$ cat config.mk
export PLATFORM = sky130hd
export DESIGN_NAME = param_fifo_flat
export DESIGN_NICKNAME = d
export VERILOG_FILES = /design/src/rtl/param_fifo_if.sv /design/src/rtl/param_fifo.sv /design/src/flat_wrapper.sv
export SDC_FILE = /design/constraint.sdc
export NUM_CORES = 1
export LEC_CHECK = 0
export ABC_AREA = 1
export CAP_MARGIN = 20
export CORE_ASPECT_RATIO = 1.4
export CORE_MARGIN = 8
export CORE_UTILIZATION = 25
export CTS_BUF_LIST = sky130_fd_sc_hd__clkbuf_8
export CTS_CLUSTER_DIAMETER = 40
export DETAILED_ROUTE_END_ITERATION = 12
export GPL_ROUTABILITY_DRIVEN = 0
export PLACE_DENSITY_LB_ADDON = 0.12
export SLEW_MARGIN = 10
export SYNTH_ARGS = -nofsm -noshare
export SYNTH_HDL_FRONTEND = slang
export SYNTH_SLANG_ARGS = --single-unit
$ cat constraint.sdc
create_clock -name clk -period 2.5 [get_ports clk]
set_clock_uncertainty 0.2 [all_clocks]
set_input_delay 0.5 -clock clk [delete_from_list [all_inputs] [get_ports clk]]
set_output_delay 0.5 -clock clk [all_outputs]
set_load 0.01 [all_outputs]
$ cat src/rtl/param_fifo_if.sv
// Handshake and status bundle for param_fifo. The bench drives the master side
// and the FIFO sits on the slave side.
interface param_fifo_if #(
    parameter int DATA_WIDTH = 8,
    parameter int DEPTH      = 16
);
    localparam int CW = $clog2(DEPTH) + 1;

    logic                  flush;
    logic                  wr_en;
    logic [DATA_WIDTH-1:0] data_in;
    logic                  rd_en;
    logic [DATA_WIDTH-1:0] data_out;
    logic                  rd_valid;
    logic [CW-1:0]         count;
    logic                  full;
    logic                  empty;
    logic                  almost_full;
    logic                  almost_empty;
    logic                  overflow;
    logic                  underflow;

    modport master (
        output flush, wr_en, data_in, rd_en,
        input  data_out, rd_valid, count, full, empty,
               almost_full, almost_empty, overflow, underflow
    );

    modport slave (
        input  flush, wr_en, data_in, rd_en,
        output data_out, rd_valid, count, full, empty,
               almost_full, almost_empty, overflow, underflow
    );
endinterface

$ cat src/rtl/param_fifo.sv
// Synchronous FIFO with a registered read port, an occupancy counter, threshold
// flags derived from that counter, and sticky overflow/underflow errors.
// The counter uses one more bit than the pointers, so every slot can be used.
module param_fifo #(
    parameter int DATA_WIDTH = 8,
    parameter int DEPTH      = 16,
    parameter int AF_LEVEL   = DEPTH - 2,
    parameter int AE_LEVEL   = 2
) (
    input  logic           clk,
    input  logic           rstn,
    param_fifo_if.slave    bus
);
    localparam int AW = $clog2(DEPTH);
    localparam int CW = AW + 1;

    logic [DATA_WIDTH-1:0] r_mem [DEPTH];
    logic [AW-1:0]         r_wr_ptr;
    logic [AW-1:0]         r_rd_ptr;
    logic [CW-1:0]         r_count;
    logic [DATA_WIDTH-1:0] r_data_out;
    logic                  r_rd_valid;
    logic                  r_overflow;
    logic                  r_underflow;

    logic                  w_full;
    logic                  w_empty;
    logic                  w_wr_acc;
    logic                  w_rd_acc;
    logic [CW-1:0]         w_count_nxt;

    assign w_full   = (r_count == CW'(DEPTH));
    assign w_empty  = (r_count == CW'(0));
    // Flush overrides both requests, so neither side is accepted while it is high.
    assign w_wr_acc = bus.wr_en & ~w_full  & ~bus.flush;
    assign w_rd_acc = bus.rd_en & ~w_empty & ~bus.flush;

    // Next occupancy: a simultaneous write and read leaves the count unchanged.
    always_comb begin
        w_count_nxt = r_count;
        case ({w_wr_acc, w_rd_acc})
            2'b10:   w_count_nxt = r_count + CW'(1);
            2'b01:   w_count_nxt = r_count - CW'(1);
            default: w_count_nxt = r_count;
        endcase
    end

    // Storage array; left unreset. A write during reset is harmless because
    // the pointers and the count are held at zero.
    always_ff @(posedge clk) begin
        if (w_wr_acc) begin
            r_mem[r_wr_ptr] <= bus.data_in;
        end
    end

    // Control state: pointers, count, read port and sticky error flags.
    always_ff @(posedge clk or negedge rstn) begin
        if (!rstn) begin
            r_wr_ptr    <= AW'(0);
            r_rd_ptr    <= AW'(0);
            r_count     <= CW'(0);
            r_data_out  <= DATA_WIDTH'(0);
            r_rd_valid  <= 1'b0;
            r_overflow  <= 1'b0;
            r_underflow <= 1'b0;
        end else if (bus.flush) begin
            r_wr_ptr    <= AW'(0);
            r_rd_ptr    <= AW'(0);
            r_count     <= CW'(0);
            r_rd_valid  <= 1'b0;
            r_overflow  <= 1'b0;
            r_underflow <= 1'b0;
        end else begin
            if (w_wr_acc) begin
                r_wr_ptr <= r_wr_ptr + AW'(1);
            end
            if (w_rd_acc) begin
                r_data_out <= r_mem[r_rd_ptr];
                r_rd_ptr   <= r_rd_ptr + AW'(1);
            end
            r_rd_valid <= w_rd_acc;
            r_count    <= w_count_nxt;
            if (bus.wr_en && w_full) begin
                r_overflow <= 1'b1;
            end
            if (bus.rd_en && w_empty) begin
                r_underflow <= 1'b1;
            end
        end
    end

    assign bus.data_out     = r_data_out;
    assign bus.rd_valid     = r_rd_valid;
    assign bus.count        = r_count;
    assign bus.full         = w_full;
    assign bus.empty        = w_empty;
    assign bus.almost_full  = (r_count >= CW'(AF_LEVEL));
    assign bus.almost_empty = (r_count <= CW'(AE_LEVEL));
    assign bus.overflow     = r_overflow;
    assign bus.underflow    = r_underflow;
endmodule

$ cat src/flat_wrapper.sv
// flat-port wrapper written by rule: the top's interface ports become plain ports
module param_fifo_flat 
#(
    parameter int DATA_WIDTH = 8,
    parameter int DEPTH      = 16,
    parameter int AF_LEVEL   = DEPTH - 2,
    parameter int AE_LEVEL   = 2
)
  (clk, rstn, bus_flush, bus_wr_en, bus_data_in, bus_rd_en, bus_data_out, bus_rd_valid, bus_count, bus_full, bus_empty, bus_almost_full, bus_almost_empty, bus_overflow, bus_underflow);
  param_fifo_if #(.DATA_WIDTH(DATA_WIDTH), .DEPTH(DEPTH)) bus_i ();
  input  logic clk;
  input  logic rstn;
  input wire logic [$bits(bus_i.flush)-1:0] bus_flush;
  input wire logic [$bits(bus_i.wr_en)-1:0] bus_wr_en;
  input wire logic [$bits(bus_i.data_in)-1:0] bus_data_in;
  input wire logic [$bits(bus_i.rd_en)-1:0] bus_rd_en;
  output wire logic [$bits(bus_i.data_out)-1:0] bus_data_out;
  output wire logic [$bits(bus_i.rd_valid)-1:0] bus_rd_valid;
  output wire logic [$bits(bus_i.count)-1:0] bus_count;
  output wire logic [$bits(bus_i.full)-1:0] bus_full;
  output wire logic [$bits(bus_i.empty)-1:0] bus_empty;
  output wire logic [$bits(bus_i.almost_full)-1:0] bus_almost_full;
  output wire logic [$bits(bus_i.almost_empty)-1:0] bus_almost_empty;
  output wire logic [$bits(bus_i.overflow)-1:0] bus_overflow;
  output wire logic [$bits(bus_i.underflow)-1:0] bus_underflow;
  assign bus_i.flush = bus_flush;
  assign bus_i.wr_en = bus_wr_en;
  assign bus_i.data_in = bus_data_in;
  assign bus_i.rd_en = bus_rd_en;
  assign bus_data_out = bus_i.data_out;
  assign bus_rd_valid = bus_i.rd_valid;
  assign bus_count = bus_i.count;
  assign bus_full = bus_i.full;
  assign bus_empty = bus_i.empty;
  assign bus_almost_full = bus_i.almost_full;
  assign bus_almost_empty = bus_i.almost_empty;
  assign bus_overflow = bus_i.overflow;
  assign bus_underflow = bus_i.underflow;
  param_fifo #(.DATA_WIDTH(DATA_WIDTH), .DEPTH(DEPTH), .AF_LEVEL(AF_LEVEL), .AE_LEVEL(AE_LEVEL)) u_core (.clk(clk), .rstn(rstn), .bus(bus_i));
endmodule
; ---- Word-level counts from Yosys, hierarchy flattened
; Memory sizes are Yosys's and may differ from the RTL's. A register that Yosys moved wholly into a read port is not among the register bits.
; Cells that the tools add are included.
[word_totals]
romBits = 0
latch_bits = 0
inputBits = 13
ram_bits = 128
output_inout_bits = 20
ff_bits = 16
wordCells = 46
memories = 1
[memory_table]
columns = memory, depth, word_bits, rd, rd_ports_with_merged_regs, write_ports, line_no
row1 = u_core.r_mem, 16, 8, 1, 1, 1, param_fifo.sv:17  ; logic [DATA_WIDTH-1:0] r_mem [DEPTH];
[classes]
addsub = 4
magnitude_cmp = 2
shift = 0
muxes = 13
n_div = 0
n_bitwise = 7
n_mul = 0
eq_ne = 3
reduce_logical = 10
[ops]
columns = op, n
row1 = $mux W4, 4
row2 = $pmux W5 S2, 1
row3 = $add A4 B1 Y4 const B, 2
row4 = $reduce_bool A2 Y1, 4
row5 = $mux W1, 7
row6 = $add A5 B1 Y5 const B, 1
row7 = $eq A5 B5 Y1 const B, 1
row8 = $ge A5 B4 Y1 const B, 1
row9 = $le A5 B2 Y1 const B, 1
row10 = $logic_not A5 Y1, 1
row11 = $mux W5, 1
row12 = $sub A5 B1 Y5 const B, 1
row13 = $and A1 B1 Y1, 4
row14 = $not A1 Y1, 3
row15 = $reduce_bool A3 Y1, 1
row16 = $eq A2 B1 Y1 const B, 1
row17 = $eq A2 B2 Y1 const B, 1
row18 = $logic_and A1 B1 Y1, 2
row19 = $reduce_and A2 Y1, 1
row20 = $logic_not A1 Y1, 1

; ---- Depth between registers and ports, before layout
; Gate-level depths: netlist of run 1.
[depth]
ltp_word = 7
ltp_mapped = 14
mapped_depth_nobuf = 14

; ---- Worst setup path after synthesis of run 1
; OpenSTA, ideal clock, no wires.
[synth_path]
path_kind = register to register
start = register u_core.r_count[1], in the netlist u_core.bus.count[1]
end = memory u_core.r_mem[12][0], enable pin
n_path_buf = 0
path_slack_ns = 0.284
synth_period_minus_slack_ns = 2.216
stages_incl_launch_ff = 7
setup_time_ns = 0.383
t_arrival_ns = 1.632
t_required_ns = 1.917
path_cell_list = dfrtp_1 > nor2_2 > nand3_2 > nand2_4 > nor2_1 > inv_1 > nor3_1
[synth_between]
elab_chain_cells = 6
[synth_rtl]
columns = item, line_no
row1 = start: declaration, param_fifo.sv:20  ; logic [CW-1:0] r_count;
row2 = start signal: assignment, param_fifo.sv:82  ; r_count <= w_count_nxt;
row3 = $eq A5 B5 Y1, param_fifo.sv:32  ; assign w_full = (r_count == CW'(DEPTH));
row4 = $not A1 Y1, param_fifo.sv:35  ; assign w_wr_acc = bus.wr_en & ~w_full & ~bus.flush;
row5 = $and A1 B1 Y1 (2 in a row), param_fifo.sv:35
row6 = $mux W1, param_fifo.sv:51  ; if (w_wr_acc) begin
row7 = $mux W1 (implied by the code), param_fifo.sv:52  ; r_mem[r_wr_ptr] <= bus.data_in;
row8 = end: declaration, param_fifo.sv:17
; Every way passes these cells.

; ---- Worst setup path in the final report of run 1
[layout_path]
start = register u_core.r_count[2], in the netlist u_core.bus.count[2]
end = output bus_full
[layout_between]
elab_chain_cells = 1
[layout_rtl]
columns = item, line_no
row1 = $eq A5 B5 Y1, param_fifo.sv:32
row2 = end: declaration, flat_wrapper.sv:20  ; output wire logic [$bits(bus_i.full)-1:0] bus_full;
; Every way passes these cells.

==> impl_metrics.csv, run 1 <==
group,metric,value,unit
yosys,yosys.area.top_type_share,60.5,%
sta,setup_violations,0,
sta,tightest_slew,0.590,ns
clock_tree,numCtsBuffers,17,
cells_and_area,multi_input_area,1680,um2
sta,final_max_slew_viol_count,0,
place,io_buffers,32,
yosys,synth_fp_nets,539,
global_route,overflow,0,
yosys,synth_compound_area_share,12.9,%
critical_path,crit_arrival,1.59,ns
global_route,grt_usage,11.7,%
cells_and_area,antenna_cells,0,
cells_and_area,area_growth_syn_to_layout,20.8,%
run,drv_cap,0,
power_and_ir_drop,ir_drop,0.539,mV
clock_tree,clk_pin_slew,0.09,ns
global_route,grt_pass1_wl,26.3,mm
yosys,synth_enable_flop_cells,128,
yosys,synth_flop_cell,"edfxtp_1",
critical_path,crit_fanout,6,
yosys,yosys.area_share.adder,1.38,%
cells_and_area,nets,608,
worst_hold_path,hold_path.class,"primary input to async pin",
sta,finalHoldViolCount,0,
yosys,yosysSeqAreaShare,70.0,%
clock_tree,cts_hold_buffers,0,
yosys,synthTopCellsByArea,"edfxtp_1 (61%), dfrtp_1 (9.5%), o21ai_0 (6.3%)",
yosys,synth_commonest_cells,"edfxtp_1 (128), nor2_1 (93), o21ai_0 (80)",
cells_and_area,post-route-util,30.4,%
yosys,synthesis.instances,519,
floorplanning,fp.dieH,205,um
routing,routed_wl,17.3,mm
critical_path,cpPeakStageDelay,0.47,ns
power_and_ir_drop,p_leak,2.65,nW
place,hpwl,12.2,mm
clock_tree,clockBufferDepth,2,
yosys,synth-simple-area-share,11.5,%
yosys,synth_area,6350,um2
sta,min_period_over_period,91.5,%
clock_tree,clk_latency,0.46,ns
floorplanning,rows,69,
global_route,grt_pass1_vias,4492,
yosys,ys_types,31,
cells_and_area,fin_cells,920,
clock_tree,cts_tree,"built",
routing,drc,0,
critical_path,worstSetupPathType,"flip-flop to output pin",
yosys,syn_avg_cell_area,12.2,um2
clock_tree,root_buffer,"clkbuf_8",
floorplanning,initial_core_util,25.2,%
global_route,antenna_found_initial,0,
sta,rsz0062_at_grt,"false",
routing,antenna_left,0,
routing,via_count,4234,
yosys,yosysWarnings,0,
floorplanning,dieArea,30800,um2
global_route,grt_max_degree,35,
routing,wl_per_cell,18.8,um
floorplanning,dieWidth,151,um
floorplanning,coreArea,25200,um2
sta,finalCriticalPeriod,2.29,ns
sta,slew_headroom,60.6,%
power_and_ir_drop,p_per_area,921,nW/um2
place,dp.cells,888,
yosys,synth_largest_area_cell,"edfxtp_1",
cells_and_area,num-fill-cells,2579,
critical_path,cp-end-kind,"output pin",
yosys,synth_most_common_cell,"edfxtp_1",
routing,dr.pass1.iters,4,
sta,fmax,437,MHz
cells_and_area,drive_gt1_share,15.6,%
clock_tree,cts.sinks,152,
routing,avgViaCountPerCell,4.60,
yosys,ys_async_sr_fraction,15.8,%
critical_path,crit_chain,"nor2_4 > nand3_2 > inv_1 > dlygate4sd2_1",
critical_path,cp.required,1.80,ns
floorplanning,num_io_pins,33,
critical_path,start_kind,"flip-flop",
outcome,status,"finished, final reports clean",
critical_path,cpMaxStageDelayCell,"dfrtp_2",
yosys,synth_top_family_by_area,"compound AO/OA/AOI/OAI gates",
yosys,synthMuxAreaShare,0,%
routing,drt_iter0_markers,255,
clock_tree,htreeDepth,4,
yosys,yosys.area_share.xor_xnor,0.276,%
yosys,synth-seq-cells,152,
cells_and_area,seq_area,4450,um2
==> flip-flops by register name, indices dropped and copies added, names as in the netlist <==
| register | cells |
|---|---|
| u_core.r_mem | 128 |
| u_core.bus.underflow | 1 |
| u_core.r_rd_ptr | 4 |
| u_core.bus.overflow | 1 |
| u_core.bus.count | 5 |
| u_core.r_wr_ptr | 4 |
| u_core.bus.rd_valid | 1 |
| u_core.bus.data_out | 8 |
==> report_power, final <==
group          total, mW  leakage [nW]  internal [mW]  switching [mW]
Sequential          3.09          1.45           2.91           0.182
Clock               1.81         0.178          0.807            1.00
Combinational       2.17          1.02          0.857            1.32
==> layout by cell type, fill, tap and decap left out <==
cell / n
a21oi_1: 6
dfrtp_1: 22
nand3_2: 2
o22ai_1: 9
ha_1: 7
o211ai_1: 24
nor2_8: 1
clkinvlp_4: 5
nand2_4: 2
clkinv_1: 2
buf_12: 1
nand3_1: 23
xor2_1: 2
nor3_1: 14
inv_4: 1
clkinv_4: 2
o21ai_0: 80
o21ai_2: 1
nor2_1: 93
inv_1: 23
a22oi_1: 1
nand3_4: 1
nand2_2: 2
o221ai_1: 8
o21a_1: 8
edfxtp_1: 128
inv_6: 5
o31ai_1: 1
inv_8: 1
clkdlybuf4s50_1: 28
buf_4: 44
nand2_1: 24
clkinv_2: 1
nor2_4: 3
dfrtp_2: 2
bufinv_16: 1
clkbuf_8: 17
inv_2: 2
dlygate4sd2_1: 4
==> cells by family (layout without fill, tap and decap cells) <==
logic type               Yosys count  count (layout)
flip-flops                       152             152
AND/OR/NAND/NOR                  165             165
buffers and inverters             55             137
XOR/XNOR                           2               2
AO/OA/AOI/OAI                    138             138
adder cells (fa/ha/maj)            7               7
==> final cells by class <==
class	instances	share of cell area (%)
well taps	319	5.20
inverters	28	1.40
flip-flops and latches	152	57.9
repair buffers	77	8.67
clock buffers	17	3.05
clock inverters	15	1.89
multi-input cells	312	21.8
==> timing repair <==
action,CTS,global route
setup buffers,0,0
setup endpoints to repair,4,0
resized for setup,9,0
==> worst max-delay path: cells and delay by family, from the launching register on <==
kind / cells / cell delay, ns
DFF: 1 / 0.47
buffers and inverters: 2 / 0.37
and+or+nand+nor: 2 / 0.30
==> final timing paths <==
check	startpoint	to	slack, ns	cells past startpoint
max in group asynchronous	rstn	u_core.bus.count[2]$_DFFE_PN0P_	1.61	2
max reg2reg	u_core.r_rd_ptr[0]$_DFFE_PN0P_	u_core.bus.data_out[0]$_DFFE_PN0P_	0.22	7
min reg2reg	u_core.bus.data_out[2]$_DFFE_PN0P_	u_core.bus.data_out[2]$_DFFE_PN0P_	0.30	1
min	rstn	u_core.r_rd_ptr[3]$_DFFE_PN0P_	0.21	2
min in group clk	u_core.bus.data_out[2]$_DFFE_PN0P_	u_core.bus.data_out[2]$_DFFE_PN0P_	0.30	1
max	u_core.bus.count[2]$_DFFE_PN0P_	bus_full	0.21	4
==> layer usage <==
metal	global-route usage [%]	share of wire, %	wire length (um)	up-vias
met3	2.54	2.5	438	16
met2	22.1	55	9600	67
met4	4.04	1.5	252	0
met5	0	0	0	-
li1	-	-	-	2031
met1	12.5	41	7030	2120
==> per-stage QoR <==
step | hold slack (ns) | setup WS [ns] | instance area (um2) | power, mW | TNS, ns
after floorplan | 0.00441 | 0.284 | 6350 | 4.41 | 0
after global placement | 0.283 | -0.0990 | 7280 | 5.34 | -1.51
after detailed placement | 0.283 | -0.130 | 7280 | 5.34 | -2.12
after CTS | 0.194 | 0.162 | 7670 | 7.17 | 0
after global routing | 0.210 | 0.0812 | 7670 | 7.49 | 0
final | 0.213 | 0.211 | 7670 | 7.07 | 0
Power figures use the tool's default switching activity.
==> run 2: changes to the inputs <==
Settings changed: CELL_PAD_IN_SITES_DETAIL_PLACEMENT from default to 0, CELL_PAD_IN_SITES_GLOBAL_PLACEMENT from default to 1.
==> impl_metrics.csv, run 2 (synthesized netlist as in run 1, its figures left out) <==
group,metric,value,unit
cells_and_area,layout_common_cells,"edfxtp_1 (128), nor2_1 (93), o21ai_0 (80), buf_4 (50), clkdlybuf4s50_1 (28)",
routing,drc,0,
clock_tree,clk_latency,0.46,ns
power_and_ir_drop,p_per_area,922,nW/um2
cells_and_area,multi_input_area,1680,um2
place,io_buffers,32,
routing,dr.pass1.iters,4,
global_route,grt_pass1_vias,4526,
run,drv_cap,0,
global_route,antenna_found_initial,0,
cells_and_area,area_growth_syn_to_layout,21.8,%
sta,finalHoldViolCount,0,
clock_tree,root_buffer,"clkbuf_8",
cells_and_area,drive_gt1_share,16.0,%
sta,slew_headroom,55.8,%
sta,fmax,437,MHz
clock_tree,cts.sinks,152,
routing,antenna_left,0,
power_and_ir_drop,ir_drop,0.494,mV
routing,wl_per_cell,19.1,um
cells_and_area,final_common_cell,"edfxtp_1",
sta,final_max_slew_viol_count,0,
floorplanning,dieWidth,151,um
critical_path,crit_arrival,1.59,ns
critical_path,crit_fanout,5,
floorplanning,rows,69,
cells_and_area,final_area,7730,um2
global_route,overflow,0,
place,placed_area,7340,um2
sta,tightest_slew,0.661,ns
power_and_ir_drop,p_leak,2.70,nW
place,hpwl,12.4,mm
cells_and_area,seq_area,4450,um2
place,pre_cts_ws,-0.257,ns
floorplanning,coreArea,25200,um2
global_route,grt_max_degree,35,
cells_and_area,antenna_cells,0,
floorplanning,num_io_pins,33,
clock_tree,cts_hold_buffers,0,
routing,avgViaCountPerCell,4.58,
sta,min_period_over_period,91.5,%
power_and_ir_drop,power,7.13,mW
cells_and_area,post-route-util,30.7,%
sta,setup_violations,0,
clock_tree,htreeDepth,4,
global_route,grt_pass1_wl,27.3,mm
routing,drt_iter0_markers,243,
floorplanning,dieArea,30800,um2
clock_tree,cts_tree,"built",
critical_path,start_kind,"flip-flop",
sta,finalCriticalPeriod,2.29,ns
cells_and_area,num-fill-cells,2625,
cells_and_area,largest_reg_flops,128,
sta,rsz0062_at_grt,"false",
worst_hold_path,hold_path.class,"primary input to async pin",
sta,fin_ws,0.211,ns
critical_path,worstSetupPathType,"flip-flop to output pin",
floorplanning,fp.dieH,205,um
routing,routed_wl,17.7,mm
cells_and_area,nets,615,
global_route,grt_usage,12.1,%
clock_tree,clockBufferDepth,2,
floorplanning,initial_core_util,25.2,%
clock_tree,clk_pin_slew,0.08,ns
critical_path,cp-end-kind,"output pin",
clock_tree,numCtsBuffers,17,
routing,via_count,4246,
cells_and_area,regMostFlops,"u_core.r_mem",
critical_path,cp.required,1.80,ns
outcome,status,"finished, final reports clean",
==> run 2: report_power, final <==
| part | leakage (nW) | switching, mW | internal, mW |
|---|---|---|---|
| clock | 0.189 | 0.932 | 0.869 |
| sequential | 1.45 | 0.116 | 2.91 |
| combinational | 1.06 | 1.40 | 0.904 |
==> run 2: worst paths after layout <==
check / endpoint / slack [ns] / cells past startpoint / from
worst min-delay path: u_core.bus.count[1]$_DFFE_PN0P_ / 0.21 / 2 / rstn
worst max register to register: u_core.r_mem[3][4]$_DFFE_PP_ / 0.34 / 6 / u_core.bus.count[4]$_DFFE_PN0P_
worst min register to register: u_core.bus.data_out[2]$_DFFE_PN0P_ / 0.29 / 1 / u_core.bus.data_out[2]$_DFFE_PN0P_
worst max-delay path: bus_count[1] / 0.21 / 2 / u_core.bus.count[1]$_DFFE_PN0P_
max in group asynchronous: u_core.r_rd_ptr[0]$_DFFE_PN0P_ / 1.60 / 2 / rstn
min in group clk: u_core.bus.data_out[2]$_DFFE_PN0P_ / 0.29 / 1 / u_core.bus.data_out[2]$_DFFE_PN0P_
==> run 2: through the flow <==
stage          instances  hold WS (ns)  TNS, ns
2_1_floorplan        519       0.00441        0
4_1_cts              927         0.198        0
5_1_grt              927         0.220        0
6_report             927         0.214        0
3_5_place_dp         894         0.280    -3.83
3_3_place_gp         894         0.278    -2.23
==> run 2: critical path, cell delays in order (launching register included) <==
cell and delay (ns):
dfrtp_1 0.41, buf_4 0.17, clkdlybuf4s50_1 0.55
==> run 2: layout make-up <==
cell class                      count  share of cell area [%]
Multi-Input combinational cell    312                    21.7
Timing Repair Buffer               84                    9.45
Clock buffer                       17                    3.03
Tap cell                          319                    5.16
Clock inverter                     15                    1.80
Sequential cell                   152                    57.5
Inverter                           28                    1.39
==> run 2: repair_timing <==
| action | CTS | global route |
|---|---|---|
| setup endpoints to repair | 4 | 0 |
| buffers inserted | 1 | 0 |
| resized for setup | 9 | 0 |
==> run 2: layer usage <==
layer / track usage [%] / up-vias / routed length (um)
li1: - / 2037 / -
met1: 13.8 / 2129 / 7380
met2: 22.1 / 65 / 9620
met3: 2.54 / 15 / 528
met4: 3.86 / 0 / 217
met5: 0 / - / 0
